[config.mk]
export PLATFORM = sky130hd
export DESIGN_NAME = alu_arbiter
export DESIGN_NICKNAME = d
export VERILOG_FILES = /design/src/rtl/cpu_pkg.sv /design/src/rtl/alu.sv /design/src/rtl/alu_arbiter.sv
export SDC_FILE = /design/constraint.sdc
export NUM_CORES = 1
export LEC_CHECK = 0
export CAP_MARGIN = 20
export CORE_ASPECT_RATIO = 0.5
export CORE_MARGIN = 10
export CORE_UTILIZATION = 25
export DETAILED_ROUTE_END_ITERATION = 10
export PLACE_DENSITY_LB_ADDON = 0.25
export RECOVER_POWER = 50
export SLEW_MARGIN = 25
export SYNTH_ARGS = -nofsm -noshare
export SYNTH_HDL_FRONTEND = slang
export SYNTH_HIERARCHICAL = 1
export SYNTH_SLANG_ARGS = --single-unit
[constraint.sdc]
create_clock -name clk -period 9.15 [get_ports clk]
set_input_delay 1.3725 -clock clk [delete_from_list [all_inputs] [get_ports clk]]
set_output_delay 1.3725 -clock clk [all_outputs]
set_load 0.02 [all_outputs]
[src/rtl/cpu_pkg.sv]
// -----------------------------------------------------------------------------
// cpu_pkg
//   Shared CPU types: ALU operation encoding, datapath width and the request
//   bundle that alu_arbiter multiplexes onto its single alu instance.
//   Encodings above ALU_AND are unused; the alu returns 0 for them.
// -----------------------------------------------------------------------------
package cpu_pkg;

  localparam int XLEN     = 32;
  localparam int ALU_OP_W = 4;

  typedef enum logic [ALU_OP_W-1:0] {
    ALU_ADD  = 4'd0,
    ALU_SUB  = 4'd1,
    ALU_SLL  = 4'd2,
    ALU_SLT  = 4'd3,
    ALU_SLTU = 4'd4,
    ALU_XOR  = 4'd5,
    ALU_SRL  = 4'd6,
    ALU_SRA  = 4'd7,
    ALU_OR   = 4'd8,
    ALU_AND  = 4'd9
  } t_alu_op;

  // Upper bound on alu_arbiter's NUM_REQ parameter.
  localparam int ALU_ARB_MAX_REQ = 8;

  typedef struct packed {
    t_alu_op         op;
    logic [XLEN-1:0] in1;
    logic [XLEN-1:0] in2;
  } t_alu_req;

endpackage

[src/rtl/alu.sv]
// -----------------------------------------------------------------------------
// alu
//   Purely combinational integer ALU.
//   Ports:
//     op      in  ALU_OP_W  operation (t_alu_op encoding; unused codes give 0)
//     in1     in  DATA_W    operand A
//     in2     in  DATA_W    operand B (low bits are the shift amount)
//     alu_out out DATA_W    result
// -----------------------------------------------------------------------------
module alu
  import cpu_pkg::*;
#(
  parameter int DATA_W = XLEN
) (
  input  logic [ALU_OP_W-1:0] op,
  input  logic [DATA_W-1:0]   in1,
  input  logic [DATA_W-1:0]   in2,
  output logic [DATA_W-1:0]   alu_out
);

  localparam int SH_W = $clog2(DATA_W);

  logic signed [DATA_W-1:0] in1_s;
  logic signed [DATA_W-1:0] in2_s;
  logic        [SH_W-1:0]   shamt;

  assign in1_s = in1;
  assign in2_s = in2;
  assign shamt = in2[SH_W-1:0];

  always_comb begin
    alu_out = '0;
    case (op)
      ALU_ADD:  alu_out = in1 + in2;
      ALU_SUB:  alu_out = in1 - in2;
      ALU_SLL:  alu_out = in1 << shamt;
      ALU_SLT:  alu_out = {{(DATA_W-1){1'b0}}, (in1_s < in2_s)};
      ALU_SLTU: alu_out = {{(DATA_W-1){1'b0}}, (in1 < in2)};
      ALU_XOR:  alu_out = in1 ^ in2;
      ALU_SRL:  alu_out = in1 >> shamt;
      // in1_s is signed, so >>> replicates the sign bit.
      ALU_SRA:  alu_out = in1_s >>> shamt;
      ALU_OR:   alu_out = in1 | in2;
      ALU_AND:  alu_out = in1 & in2;
      default:  alu_out = '0;
    endcase
  end

endmodule

[src/rtl/alu_arbiter.sv]
// -----------------------------------------------------------------------------
// alu_arbiter
//   Shares one alu between NUM_REQ requesters. Round-robin arbitration, at
//   most one accept per cycle, result registered with the owner's ID and
//   returned over a valid/ready port. Full one-op-per-cycle throughput while
//   rsp_ready is high (the slot drains and reloads on the same edge).
//
//   Ports:
//     clk, rst_n            clock, asynchronous active-low reset
//     req_valid[NUM_REQ]    requester i presents an operation
//     req_ready[NUM_REQ]    requester i is accepted this cycle (one-hot/zero)
//     req_op   NUM_REQ x ALU_OP_W, flattened (requester i at [i*ALU_OP_W +:])
//     req_in1  NUM_REQ x 32, flattened
//     req_in2  NUM_REQ x 32, flattened
//     rsp_valid/rsp_ready   response handshake
//     rsp_id   ID_W         owner of rsp_data
//     rsp_data 32           registered alu result
//
//   Optional feature, macro ALU_ARB_STATS_EN:
//     stats_clr in  1              synchronous clear of all grant counters
//     grant_cnt out NUM_REQ x 16   saturating per-requester accept counters
// -----------------------------------------------------------------------------
module alu_arbiter
  import cpu_pkg::*;
#(
  parameter int NUM_REQ = 2,
  parameter int ID_W    = (NUM_REQ > 1) ? $clog2(NUM_REQ) : 1
) (
  input  logic                        clk,
  input  logic                        rst_n,
  input  logic [NUM_REQ-1:0]          req_valid,
  output logic [NUM_REQ-1:0]          req_ready,
  input  logic [NUM_REQ*ALU_OP_W-1:0] req_op,
  input  logic [NUM_REQ*XLEN-1:0]     req_in1,
  input  logic [NUM_REQ*XLEN-1:0]     req_in2,
  output logic                        rsp_valid,
  input  logic                        rsp_ready,
  output logic [ID_W-1:0]             rsp_id,
  output logic [XLEN-1:0]             rsp_data
`ifdef ALU_ARB_STATS_EN
  ,
  input  logic                        stats_clr,
  output logic [NUM_REQ*16-1:0]       grant_cnt
`endif
);

  // Control state
  logic            rsp_valid_q, rsp_valid_d;
  logic [ID_W-1:0] rsp_id_q,    rsp_id_d;
  logic [ID_W-1:0] rr_ptr_q,    rr_ptr_d;
  // Data state
  logic [XLEN-1:0] rsp_data_q,  rsp_data_d;

  logic            slot_free;
  logic            grant_any;
  logic [ID_W-1:0] grant_id;
  logic            accept;
  logic [ID_W:0]   cand_w;
  logic [ID_W:0]   nxt_w;

  t_alu_req        req_vec [NUM_REQ];
  t_alu_req        sel_req;
  logic [XLEN-1:0] alu_out;

  for (genvar g = 0; g < NUM_REQ; g++) begin : g_req_vec
    assign req_vec[g].op  = t_alu_op'(req_op[g*ALU_OP_W +: ALU_OP_W]);
    assign req_vec[g].in1 = req_in1[g*XLEN +: XLEN];
    assign req_vec[g].in2 = req_in2[g*XLEN +: XLEN];
  end

  // The slot can take a new result if it is empty or being drained right now.
  assign slot_free = !rsp_valid_q || rsp_ready;

  // Round-robin search: candidate k is (rr_ptr + k) mod NUM_REQ, computed one
  // bit wider so the wrap is a single conditional subtract.
  always_comb begin
    grant_any = 1'b0;
    grant_id  = '0;
    cand_w    = '0;
    for (int k = 0; k < NUM_REQ; k++) begin
      cand_w = {1'b0, rr_ptr_q} + (ID_W+1)'(k);
      if (cand_w >= (ID_W+1)'(NUM_REQ)) begin
        cand_w = cand_w - (ID_W+1)'(NUM_REQ);
      end
      if (!grant_any && req_valid[cand_w[ID_W-1:0]]) begin
        grant_any = 1'b1;
        grant_id  = cand_w[ID_W-1:0];
      end
    end
  end

  assign accept = grant_any && slot_free;

  always_comb begin
    req_ready = '0;
    if (accept) begin
      req_ready[grant_id] = 1'b1;
    end
  end

  // ---- stage boundary: request mux -> alu -> result register D-input ----
  assign sel_req = req_vec[grant_id];

  alu #(
    .DATA_W (XLEN)
  ) u_alu (
    .op      (sel_req.op),
    .in1     (sel_req.in1),
    .in2     (sel_req.in2),
    .alu_out (alu_out)
  );

  always_comb begin
    nxt_w = {1'b0, grant_id} + (ID_W+1)'(1);
    if (nxt_w >= (ID_W+1)'(NUM_REQ)) begin
      nxt_w = '0;
    end
  end

  always_comb begin
    rsp_valid_d = rsp_valid_q;
    rsp_id_d    = rsp_id_q;
    rsp_data_d  = rsp_data_q;
    rr_ptr_d    = rr_ptr_q;
    if (accept) begin
      // A same-cycle drain and accept simply reloads the slot.
      rsp_valid_d = 1'b1;
      rsp_id_d    = grant_id;
      rsp_data_d  = alu_out;
      rr_ptr_d    = nxt_w[ID_W-1:0];
    end else if (rsp_ready) begin
      rsp_valid_d = 1'b0;
    end
  end

  // ---- stage boundary: response register ----
  always_ff @(posedge clk or negedge rst_n) begin
    if (!rst_n) begin
      rsp_valid_q <= 1'b0;
      rsp_id_q    <= '0;
      rsp_data_q  <= '0;
      rr_ptr_q    <= '0;
    end else begin
      rsp_valid_q <= rsp_valid_d;
      rsp_id_q    <= rsp_id_d;
      rsp_data_q  <= rsp_data_d;
      rr_ptr_q    <= rr_ptr_d;
    end
  end

  assign rsp_valid = rsp_valid_q;
  assign rsp_id    = rsp_id_q;
  assign rsp_data  = rsp_data_q;

`ifdef ALU_ARB_STATS_EN
  logic [15:0] cnt_q [NUM_REQ];
  logic [15:0] cnt_d [NUM_REQ];

  function automatic logic [15:0] sat_inc(input logic [15:0] v);
    return (v == 16'hFFFF) ? v : v + 16'd1;
  endfunction

  // Clear has priority over a same-cycle increment.
  always_comb begin
    for (int i = 0; i < NUM_REQ; i++) begin
      cnt_d[i] = cnt_q[i];
      if (stats_clr) begin
        cnt_d[i] = '0;
      end else if (req_valid[i] && req_ready[i]) begin
        cnt_d[i] = sat_inc(cnt_q[i]);
      end
    end
  end

  always_ff @(posedge clk or negedge rst_n) begin
    if (!rst_n) begin
      for (int i = 0; i < NUM_REQ; i++) begin
        cnt_q[i] <= '0;
      end
    end else begin
      for (int i = 0; i < NUM_REQ; i++) begin
        cnt_q[i] <= cnt_d[i];
      end
    end
  end

  for (genvar g = 0; g < NUM_REQ; g++) begin : g_cnt_out
    assign grant_cnt[g*16 +: 16] = cnt_q[g];
  end
`endif

endmodule
==> impl_results.html, run 1 <==
<table>
<tr><th>Metric</th><th>Value</th></tr>
<tr><th colspan="2">Timing</th></tr>
<tr><td>Unrepaired setup endpoints after global routing</td><td>false</td></tr>
<tr><td>Slew Viols, Final</td><td>36</td></tr>
<tr><td>Final worst path period need</td><td>6.84 ns</td></tr>
<tr><td>Final setup violation count</td><td>0</td></tr>
<tr><td>Slew at the pin closest to its max-slew limit</td><td>2.04 ns</td></tr>
<tr><td>Slew HR</td><td>-36.0%</td></tr>
<tr><td>Ratio of final minimum period to clock period</td><td>74.7%</td></tr>
<tr><td>Setup clock skew after layout</td><td>0.00810 ns</td></tr>
<tr><td>Max Clk Rate</td><td>0.146 GHz</td></tr>
<tr><td>Final setup TNS</td><td>0 ns</td></tr>
<tr><td>Worst setup slack after layout</td><td>2.31 ns</td></tr>
<tr><td>Hold violation count in the final report</td><td>0</td></tr>
<tr><th colspan="2">Critical path</th></tr>
<tr><td>Crit path kind</td><td>input pin to flip-flop</td></tr>
<tr><td>Type of destination of the critical path</td><td>flip-flop</td></tr>
<tr><td>Setup slack of the most critical reg-to-reg path</td><td>3.53 ns</td></tr>
<tr><td>Arrival time worst endpoint</td><td>7.02 ns</td></tr>
<tr><td>Maximum fanout along the worst path</td><td>58</td></tr>
<tr><td>Reg2reg end</td><td>rsp_data[31]</td></tr>
<tr><td>Crit path launch type</td><td>input pin</td></tr>
<tr><td>Crit path required time</td><td>9.33 ns</td></tr>
<tr><td>Startpoint of the most critical register-to-register path</td><td>rr_ptr_q</td></tr>
<tr><td>Slowest library cell on the worst path</td><td>sky130_fd_sc_hd__nor4_1</td></tr>
<tr><td>Number of cells on the worst reg-to-reg path</td><td>16</td></tr>
<tr><td>Cell chain of the critical path</td><td>clkdlybuf4s50_1 -&gt; inv_2 -&gt; o21ai_4 -&gt; mux2_2 -&gt; buf_4 -&gt; inv_2 -&gt; buf_4 -&gt; ha_1 -&gt; o21ai_1 -&gt; a311oi_2 -&gt; nor4b_1 -&gt; nor4_1 -&gt; o21ai_1 -&gt; a21oi_1 -&gt; o41ai_2 -&gt; xnor2_1 -&gt; o211ai_1 -&gt; mux2_2</td></tr>
<tr><td>Delay of the slowest cell on the worst path</td><td>0.83 ns</td></tr>
<tr><th colspan="2">CTS</th></tr>
<tr><td># resized after CTS</td><td>0</td></tr>
<tr><td># H-tree levels</td><td>2</td></tr>
<tr><td>Maximum clock insertion buffer count</td><td>2</td></tr>
<tr><td>Latest clock arrival within the worst-skew pair</td><td>0.30 ns</td></tr>
<tr><td>TritonCTS clock tree</td><td>built</td></tr>
<tr><td>Clock sink count</td><td>35</td></tr>
<tr><td>Cell at the root of the clock tree</td><td>sky130_fd_sc_hd__clkbuf_16</td></tr>
<tr><td>Inserted Clock Buffers</td><td>5</td></tr>
<tr><td>Clock transition at the registers of the reported paths</td><td>0.06 ns</td></tr>
<tr><td>Count of hold buffers inserted by post-cts repair</td><td>0</td></tr>
<tr><td>Post CTS Setup Buffer Count</td><td>0</td></tr>
<tr><th colspan="2">Floorplanning</th></tr>
<tr><td>Total core area</td><td>40,500 µm²</td></tr>
<tr><td>Area enclosed by the die boundary</td><td>50,000 µm²</td></tr>
<tr><td>Top-level I/O count</td><td>177</td></tr>
<tr><td>Chip Width</td><td>307 µm</td></tr>
<tr><td>Floorplan row count</td><td>52</td></tr>
<tr><td>Initial Util</td><td>25.4%</td></tr>
<tr><td>Die height</td><td>163 µm</td></tr>
<tr><th colspan="2">GRT</th></tr>
<tr><td>Number of global-route vias before repair</td><td>11.3k</td></tr>
<tr><td>Global Route Usage Sum</td><td>18.8%</td></tr>
<tr><td>Pin count of the biggest net entering global routing</td><td>74</td></tr>
<tr><td>Total congestion overflow after global routing</td><td>0</td></tr>
<tr><td>Initial antenna violation count</td><td>0</td></tr>
<tr><td>First-pass GRT wire length</td><td>72.9 mm</td></tr>
<tr><th colspan="2">Power and ir drop</th></tr>
<tr><td>Switching power</td><td>0.972 mW</td></tr>
<tr><td>Power per Cell Area</td><td>148 nW/µm²</td></tr>
<tr><td>Clock network fraction of design power</td><td>12.3%</td></tr>
<tr><td>Pint</td><td>0.896 mW</td></tr>
<tr><td>Relative contribution of combinational cells to total power</td><td>75.3%</td></tr>
<tr><td>Part of the total power dissipated in sequential elements</td><td>12.4%</td></tr>
<tr><td>Static power due to leakage</td><td>5.25 nW</td></tr>
<tr><td>Maximum vdd drop</td><td>0.0765 mV</td></tr>
<tr><td>Switching fraction of total power</td><td>52.0%</td></tr>
<tr><th colspan="2">Yosys</th></tr>
<tr><td>Average instance area after synthesis</td><td>7.09 µm²</td></tr>
<tr><td>Sequential fraction of the synthesis area</td><td>8.53%</td></tr>
<tr><td>FF+latch count, synth</td><td>35</td></tr>
<tr><td>Net count after synthesis</td><td>1,689</td></tr>
<tr><td>Number of enable-type register cells in the synthesized netlist</td><td>0</td></tr>
<tr><td>Library cells used by synthesis</td><td>84</td></tr>
<tr><td>Netlist area before placement</td><td>10,300 µm²</td></tr>
<tr><td>Top_reg_cell synth</td><td>sky130_fd_sc_hd__dfrtp_1</td></tr>
<tr><td>Number of warnings issued by yosys</td><td>6</td></tr>
<tr><td>Post-Syn Instances</td><td>1,447</td></tr>
<tr><td>Post-synth ARST share</td><td>100%</td></tr>
<tr><th colspan="2">Placement</th></tr>
<tr><td>Worst slack at placement</td><td>2.09 ns</td></tr>
<tr><td>Number of I/O port buffers</td><td>176</td></tr>
<tr><td>Estimated wirelength of the detail-placed design</td><td>39.6 mm</td></tr>
<tr><td>Gp weighted congestion</td><td>1.02</td></tr>
<tr><th colspan="2">Min path</th></tr>
<tr><td>Worst Hold End</td><td>rsp_data[19]</td></tr>
<tr><td>Hold path start</td><td>rsp_data[19]</td></tr>
<tr><td>Min-Delay Path Class</td><td>flip-flop to flip-flop</td></tr>
<tr><td>Worst Hold Path Cells</td><td>1</td></tr>
<tr><th colspan="2">Route</th></tr>
<tr><td>Avg Vias per Cell</td><td>5.68</td></tr>
<tr><td>Routed vias</td><td>11.8k</td></tr>
<tr><td>Antenna Violating Nets Remaining</td><td>0</td></tr>
<tr><td>Number of remaining DRC errors</td><td>0</td></tr>
<tr><td>Router iterations before antenna repair</td><td>6</td></tr>
<tr><td>Starting DRT DRC Count</td><td>1,459</td></tr>
<tr><td>Detailed Route WL</td><td>49.4 mm</td></tr>
<tr><td>Average routed wire per standard cell</td><td>23.7 µm</td></tr>
<tr><th colspan="2">Status</th></tr>
<tr><td>Outcome</td><td>complete, but fails checks</td></tr>
<tr><td>Failing checks</td><td>capacitance limit, slew limit</td></tr>
<tr><th colspan="2">Finish</th></tr>
<tr><td>Proportion of layout cells with a drive suffix above 1</td><td>10.6%</td></tr>
<tr><td>Area growth from synthesis to layout</td><td>22.8%</td></tr>
<tr><td>Antenna Cells</td><td>0</td></tr>
<tr><td>Count of nets after finishing</td><td>1,786</td></tr>
<tr><td>Final core utilization</td><td>31.1%</td></tr>
<tr><th colspan="2">Flow run</th></tr>
<tr><td># Max-Cap Violations</td><td>1</td></tr>
</table>
critical path, delay by kind of cell:
family,cells,cell delay (ns)
AO/OA/AOI/OAI,7,1.79
multiplexers,2,0.69
AND/OR/NAND/NOR,2,1.02
adder cells (fa/ha/maj),1,0.29
XOR/XNOR,1,0.14
buffers and inverters,5,1.65
through the flow:
step	area (µm²)	std cells	total power [mW]	hold slack [ns]
floorplan	10300	1447	1.12	0.548
global placement	12400	2076	1.62	0.474
detailed placement	12400	2077	1.62	0.493
CTS	12600	2085	1.86	0.510
global route	12600	2085	1.98	0.528
finish	12600	2085	1.87	0.498
how the worst max path moves through the flow:
stage / start / to / slack, ns / depth (start not counted)
2_1_floorplan: req_valid[0] / rsp_data[26] / 3.07 / 22
3_3_place_gp: req_valid[0] / rsp_data[26] / 2.15 / 17
3_5_place_dp: req_valid[0] / rsp_data[31] / 2.09 / 17
4_1_cts: req_valid[0] / rsp_data[31] / 2.39 / 17
5_1_grt: req_valid[0] / rsp_data[31] / 1.95 / 17
6_report: req_valid[0] / rsp_data[31] / 2.31 / 18
area by class of cell:
type / count / area, µm²
Clock buffer: 5 / 125
Clock inverter: 3 / 67.6
Fill cell: 4461 / 27900
Inverter: 92 / 345
Multi-Input combinational cell: 1210 / 8540
Sequential cell: 35 / 876
Tap cell: 540 / 676
Timing Repair Buffer: 200 / 1970
power groups by stage:
stage	sequential, mW	combinational, mW	clock [mW]
after CTS	0.234	1.39	0.234
final	0.231	1.41	0.229
after global placement	0.234	1.39	0
after detailed placement	0.236	1.38	0
after floorplan	0.289	0.831	0
after global routing	0.239	1.50	0.242
registers in the layout, summed over array words and instances, names as in the netlist:
signal	count
rr_ptr_q	1
rsp_data	32
rsp_id	1
rsp_valid	1
placed cells by master (no fill, tap or decap), types with 10 or more instances in the layout:
cell                              Yosys  layout
sky130_fd_sc_hd__nor2_1             186     185
sky130_fd_sc_hd__clkdlybuf4s50_1      0     159
sky130_fd_sc_hd__o21ai_0            133     133
sky130_fd_sc_hd__a21oi_1            131     131
sky130_fd_sc_hd__nand2_1            105     105
sky130_fd_sc_hd__mux2_2             100      99
sky130_fd_sc_hd__ha_1                99      99
sky130_fd_sc_hd__inv_1               90      89
sky130_fd_sc_hd__mux2i_1             54      54
sky130_fd_sc_hd__dfrtp_1             35      35
sky130_fd_sc_hd__o211ai_1            27      27
sky130_fd_sc_hd__nand3_1             26      26
sky130_fd_sc_hd__nor3_1              27      26
sky130_fd_sc_hd__a31oi_1             24      24
sky130_fd_sc_hd__a21o_1              24      24
sky130_fd_sc_hd__a211oi_1            22      22
sky130_fd_sc_hd__buf_4                7      22
sky130_fd_sc_hd__a221oi_1            19      19
sky130_fd_sc_hd__dlygate4sd3_1        0      16
sky130_fd_sc_hd__xnor2_1             16      16
sky130_fd_sc_hd__nand2b_1            15      15
sky130_fd_sc_hd__nor2b_1             13      13
sky130_fd_sc_hd__a211o_1             13      13
sky130_fd_sc_hd__o221ai_1            13      13
sky130_fd_sc_hd__mux2_1              11      11
sky130_fd_sc_hd__o22ai_1             10      10
sky130_fd_sc_hd__nor4_1              10      10
metal layers:
metal	track usage, %	wire length (µm)
met1	25.1	21500
met2	30.2	21900
met3	3.85	4650
met4	5.24	1340
met5	0	0
cells in the mapped netlist, types with 20 or more instances:
| cell type | instances | area (µm²) |
|---|---|---|
| sky130_fd_sc_hd__o211ai_1 | 27 | 203 |
| sky130_fd_sc_hd__a211oi_1 | 22 | 165 |
| sky130_fd_sc_hd__a31oi_1 | 24 | 150 |
| sky130_fd_sc_hd__ha_1 | 99 | 1240 |
| sky130_fd_sc_hd__inv_1 | 90 | 338 |
| sky130_fd_sc_hd__a21oi_1 | 131 | 656 |
| sky130_fd_sc_hd__clkbuf_1 | 59 | 221 |
| sky130_fd_sc_hd__nor2_1 | 186 | 698 |
| sky130_fd_sc_hd__o21ai_0 | 133 | 666 |
| sky130_fd_sc_hd__nand2_1 | 105 | 394 |
| sky130_fd_sc_hd__buf_2 | 20 | 100 |
| sky130_fd_sc_hd__mux2i_1 | 54 | 541 |
| sky130_fd_sc_hd__nor3_1 | 27 | 135 |
| sky130_fd_sc_hd__nand3_1 | 26 | 130 |
| sky130_fd_sc_hd__mux2_2 | 100 | 1130 |
| sky130_fd_sc_hd__a21o_1 | 24 | 180 |
| sky130_fd_sc_hd__dfrtp_1 | 35 | 876 |
logic make-up after synthesis:
group                      share of synthesized area (%)
muxes                                               18.5
DFF                                                 8.53
and+or+nand+nor                                     18.3
buffers and inverters                               8.40
AOI/OAI and AO/OA                                   32.1
xor gates and xnor gates                            1.62
adders and majority gates                           12.5
(Power assumes the default switching activity.)
==> run 2, diff against run 1 <==
==> constraint.sdc (replaced) <==
create_clock -name clk -period 5.5 [get_ports clk]
set_input_delay 0.825 -clock clk [delete_from_list [all_inputs] [get_ports clk]]
set_output_delay 0.825 -clock clk [all_outputs]
set_load 0.02 [all_outputs]
==> impl_results.html, run 2 (same netlist as run 1, synthesis figures left out) <==
<table>
<tr><th>Metric</th><th>Value</th></tr>
<tr><th colspan="2">Floorplanning</th></tr>
<tr><td>Floorplan row count</td><td>52</td></tr>
<tr><td>Area enclosed by the die boundary</td><td>50,000 µm²</td></tr>
<tr><td>Chip Width</td><td>307 µm</td></tr>
<tr><td>Die height</td><td>163 µm</td></tr>
<tr><td>Initial Util</td><td>25.4%</td></tr>
<tr><td>Total core area</td><td>40,500 µm²</td></tr>
<tr><td>Top-level I/O count</td><td>177</td></tr>
<tr><th colspan="2">Min path</th></tr>
<tr><td>Hold path start</td><td>rsp_data[12]</td></tr>
<tr><td>Min-Delay Path Class</td><td>flip-flop to flip-flop</td></tr>
<tr><td>Worst Hold Path Cells</td><td>1</td></tr>
<tr><td>Worst Hold End</td><td>rsp_data[12]</td></tr>
<tr><th colspan="2">CTS</th></tr>
<tr><td>Latest clock arrival within the worst-skew pair</td><td>0.29 ns</td></tr>
<tr><td>Clock transition at the registers of the reported paths</td><td>0.06 ns</td></tr>
<tr><td>Cell at the root of the clock tree</td><td>sky130_fd_sc_hd__clkbuf_16</td></tr>
<tr><td>TritonCTS clock tree</td><td>built</td></tr>
<tr><td>Clock sink count</td><td>35</td></tr>
<tr><td># H-tree levels</td><td>2</td></tr>
<tr><td>Inserted Clock Buffers</td><td>5</td></tr>
<tr><td>Maximum clock insertion buffer count</td><td>2</td></tr>
<tr><td>Post CTS Setup Buffer Count</td><td>0</td></tr>
<tr><td>Count of hold buffers inserted by post-cts repair</td><td>0</td></tr>
<tr><th colspan="2">GRT</th></tr>
<tr><td>Number of global-route vias before repair</td><td>11.8k</td></tr>
<tr><td>Total congestion overflow after global routing</td><td>0</td></tr>
<tr><td>Global Route Usage Sum</td><td>19.6%</td></tr>
<tr><td>Initial antenna violation count</td><td>2</td></tr>
<tr><td>Pin count of the biggest net entering global routing</td><td>97</td></tr>
<tr><td>First-pass GRT wire length</td><td>76.4 mm</td></tr>
<tr><th colspan="2">Finish</th></tr>
<tr><td>Filler cells</td><td>4,407</td></tr>
<tr><td>Antenna Cells</td><td>0</td></tr>
<tr><td>Commonest cells after routing, fill and taps aside</td><td>185 x sky130_fd_sc_hd__nor2_1, 159 x sky130_fd_sc_hd__buf_4, 158 x sky130_fd_sc_hd__clkdlybuf4s50_1</td></tr>
<tr><td>Count of nets after finishing</td><td>1,927</td></tr>
<tr><td>Commonest non-fill, non-tap cell in the layout</td><td>sky130_fd_sc_hd__nor2_1</td></tr>
<tr><td>Largest register FFs</td><td>32</td></tr>
<tr><td>Multi-input logic area</td><td>8560 µm²</td></tr>
<tr><td>Area growth from synthesis to layout</td><td>33.5%</td></tr>
<tr><td>Proportion of layout cells with a drive suffix above 1</td><td>18.3%</td></tr>
<tr><td>Register Area</td><td>876 µm²</td></tr>
<tr><th colspan="2">Timing</th></tr>
<tr><td>Final setup TNS</td><td>0 ns</td></tr>
<tr><td>Setup clock skew after layout</td><td>0.00859 ns</td></tr>
<tr><td>Unrepaired setup endpoints after global routing</td><td>false</td></tr>
<tr><td>Final worst path period need</td><td>5.26 ns</td></tr>
<tr><td>Hold violation count in the final report</td><td>0</td></tr>
<tr><td>Slew Viols, Final</td><td>36</td></tr>
<tr><td>Final setup violation count</td><td>0</td></tr>
<tr><td>Max Clk Rate</td><td>0.190 GHz</td></tr>
<tr><td>Slew at the pin closest to its max-slew limit</td><td>2.05 ns</td></tr>
<tr><td>Ratio of final minimum period to clock period</td><td>95.7%</td></tr>
<tr><td>Slew HR</td><td>-36.6%</td></tr>
<tr><th colspan="2">Critical path</th></tr>
<tr><td>Type of destination of the critical path</td><td>flip-flop</td></tr>
<tr><td>Startpoint of the most critical register-to-register path</td><td>rr_ptr_q</td></tr>
<tr><td>Crit path required time</td><td>5.68 ns</td></tr>
<tr><td>Delay of the slowest cell on the worst path</td><td>0.50 ns</td></tr>
<tr><td>Cell chain of the critical path</td><td>clkdlybuf4s50_1 -&gt; inv_2 -&gt; o21ai_4 -&gt; buf_12 -&gt; buf_6 -&gt; mux2_2 -&gt; inv_1 -&gt; ha_1 -&gt; nor3_4 -&gt; nand2_2 -&gt; a311oi_2 -&gt; buf_4 -&gt; nor3_2 -&gt; o41ai_2 -&gt; buf_4 -&gt; a31oi_1 -&gt; o221a_1 -&gt; o221ai_2 -&gt; xnor2_1 -&gt; a221o_1 -&gt; mux2_2</td></tr>
<tr><td>Maximum fanout along the worst path</td><td>16</td></tr>
<tr><td>Crit path kind</td><td>input pin to flip-flop</td></tr>
<tr><td>Setup slack of the most critical reg-to-reg path</td><td>0.83 ns</td></tr>
<tr><td>Buffering stage count on the worst path with inverters included</td><td>7</td></tr>
<tr><td>Slowest library cell on the worst path</td><td>sky130_fd_sc_hd__clkdlybuf4s50_1</td></tr>
<tr><td>Number of cells on the worst reg-to-reg path</td><td>19</td></tr>
<tr><td>Arrival time worst endpoint</td><td>5.44 ns</td></tr>
<tr><td>Cell family with the largest share of critical-path delay</td><td>compound AO/OA/AOI/OAI gates</td></tr>
<tr><td>Reg2reg end</td><td>rsp_data[27]</td></tr>
<tr><td>Crit path launch type</td><td>input pin</td></tr>
<tr><th colspan="2">Route</th></tr>
<tr><td>Antenna Violating Nets Remaining</td><td>0</td></tr>
<tr><td>Router iterations before antenna repair</td><td>5</td></tr>
<tr><td>Routed vias</td><td>12.2k</td></tr>
<tr><td>Number of remaining DRC errors</td><td>0</td></tr>
<tr><td>Average routed wire per standard cell</td><td>23.0 µm</td></tr>
<tr><td>Starting DRT DRC Count</td><td>1,346</td></tr>
<tr><td>Avg Vias per Cell</td><td>5.50</td></tr>
<tr><td>Detailed Route WL</td><td>51.3 mm</td></tr>
<tr><th colspan="2">Power and ir drop</th></tr>
<tr><td>Static power due to leakage</td><td>5.94 nW</td></tr>
<tr><td>Maximum vdd drop</td><td>0.110 mV</td></tr>
<tr><td>Power per Cell Area</td><td>241 nW/µm²</td></tr>
<tr><td>Design Power</td><td>3.30 mW</td></tr>
<tr><th colspan="2">Status</th></tr>
<tr><td>Outcome</td><td>complete, but fails checks</td></tr>
<tr><td>Failing checks</td><td>capacitance limit, slew limit</td></tr>
<tr><th colspan="2">Placement</th></tr>
<tr><td>Estimated wirelength of the detail-placed design</td><td>42.1 mm</td></tr>
<tr><td>Gp weighted congestion</td><td>1.04</td></tr>
<tr><td>Number of I/O port buffers</td><td>176</td></tr>
<tr><th colspan="2">Flow run</th></tr>
<tr><td># Max-Cap Violations</td><td>1</td></tr>
</table>
==> run 2: timing repair <==
item | in CTS | in global routing
endpoints found under the hold margin | 0 | 0
endpoints found under the setup margin | 0 | 6
resized for setup | 0 | 6
==> run 2: how the worst max path moves through the flow <==
stage	startpoint	to	cells past startpoint
3_3_place_gp	req_valid[0]	rsp_data[27]	21
3_5_place_dp	req_valid[0]	rsp_data[31]	21
5_1_grt	req_valid[0]	rsp_data[28]	18
4_1_cts	req_valid[0]	rsp_data[27]	21
6_report	req_valid[0]	rsp_data[27]	21
2_1_floorplan	req_valid[0]	rsp_data[31]	20
==> run 2: power breakdown <==
part | internal [mW] | switching (mW) | total, mW
combinational | 1.07 | 1.51 | 2.58
sequential | 0.338 | 0.0441 | 0.382
clock | 0.226 | 0.115 | 0.341
==> run 2: through the flow <==
stage	hold slack (ns)	setup WS [ns]	cells	utilization (%)	area, µm²
floorplan	0.529	0.124	1447	-	10300
global placement	0.483	-0.0938	2217	33.3	13500
detailed placement	0.483	-0.0684	2218	33.4	13500
CTS	0.506	0.201	2226	33.8	13700
global route	0.519	0.0271	2226	33.9	13700
finish	0.496	0.237	2226	33.9	13700
==> run 2: metal layers <==
metal / global-route usage [%] / wire, µm / part of all wire, %
met1: 26.1 / 22500 / 44
met4: 5.08 / 1440 / 2.8
met5: 0 / 14 / 0.027
met3: 5.21 / 4810 / 9.4
met2: 31.0 / 22600 / 44
==> run 2: layout make-up <==
cell class / count / area share (%)
repair buffers: 341 / 22.4
multi-input cells: 1210 / 62.5
clock inverters: 2 / 0.256
well taps: 540 / 4.93
inverters: 92 / 2.52
clock buffers: 6 / 1.01
flip-flops and latches: 35 / 6.39
==> run 2: worst reg2reg max path, stage by stage, from the launching register on <==
cell	delay, ns
sky130_fd_sc_hd__dfrtp_1	0.45
sky130_fd_sc_hd__o21ai_4	0.19
sky130_fd_sc_hd__buf_12	0.19
sky130_fd_sc_hd__buf_6	0.19
sky130_fd_sc_hd__mux2_2	0.35
sky130_fd_sc_hd__inv_1	0.08
sky130_fd_sc_hd__ha_1	0.29
sky130_fd_sc_hd__nor3_4	0.23
sky130_fd_sc_hd__nand2_2	0.10
sky130_fd_sc_hd__a311oi_2	0.30
sky130_fd_sc_hd__buf_4	0.18
sky130_fd_sc_hd__nor3_2	0.05
sky130_fd_sc_hd__o41ai_2	0.26
sky130_fd_sc_hd__buf_4	0.18
sky130_fd_sc_hd__a31oi_1	0.18
sky130_fd_sc_hd__o221a_1	0.33
sky130_fd_sc_hd__o221ai_2	0.24
sky130_fd_sc_hd__xnor2_1	0.17
sky130_fd_sc_hd__a221o_1	0.34
sky130_fd_sc_hd__mux2_2	0.27
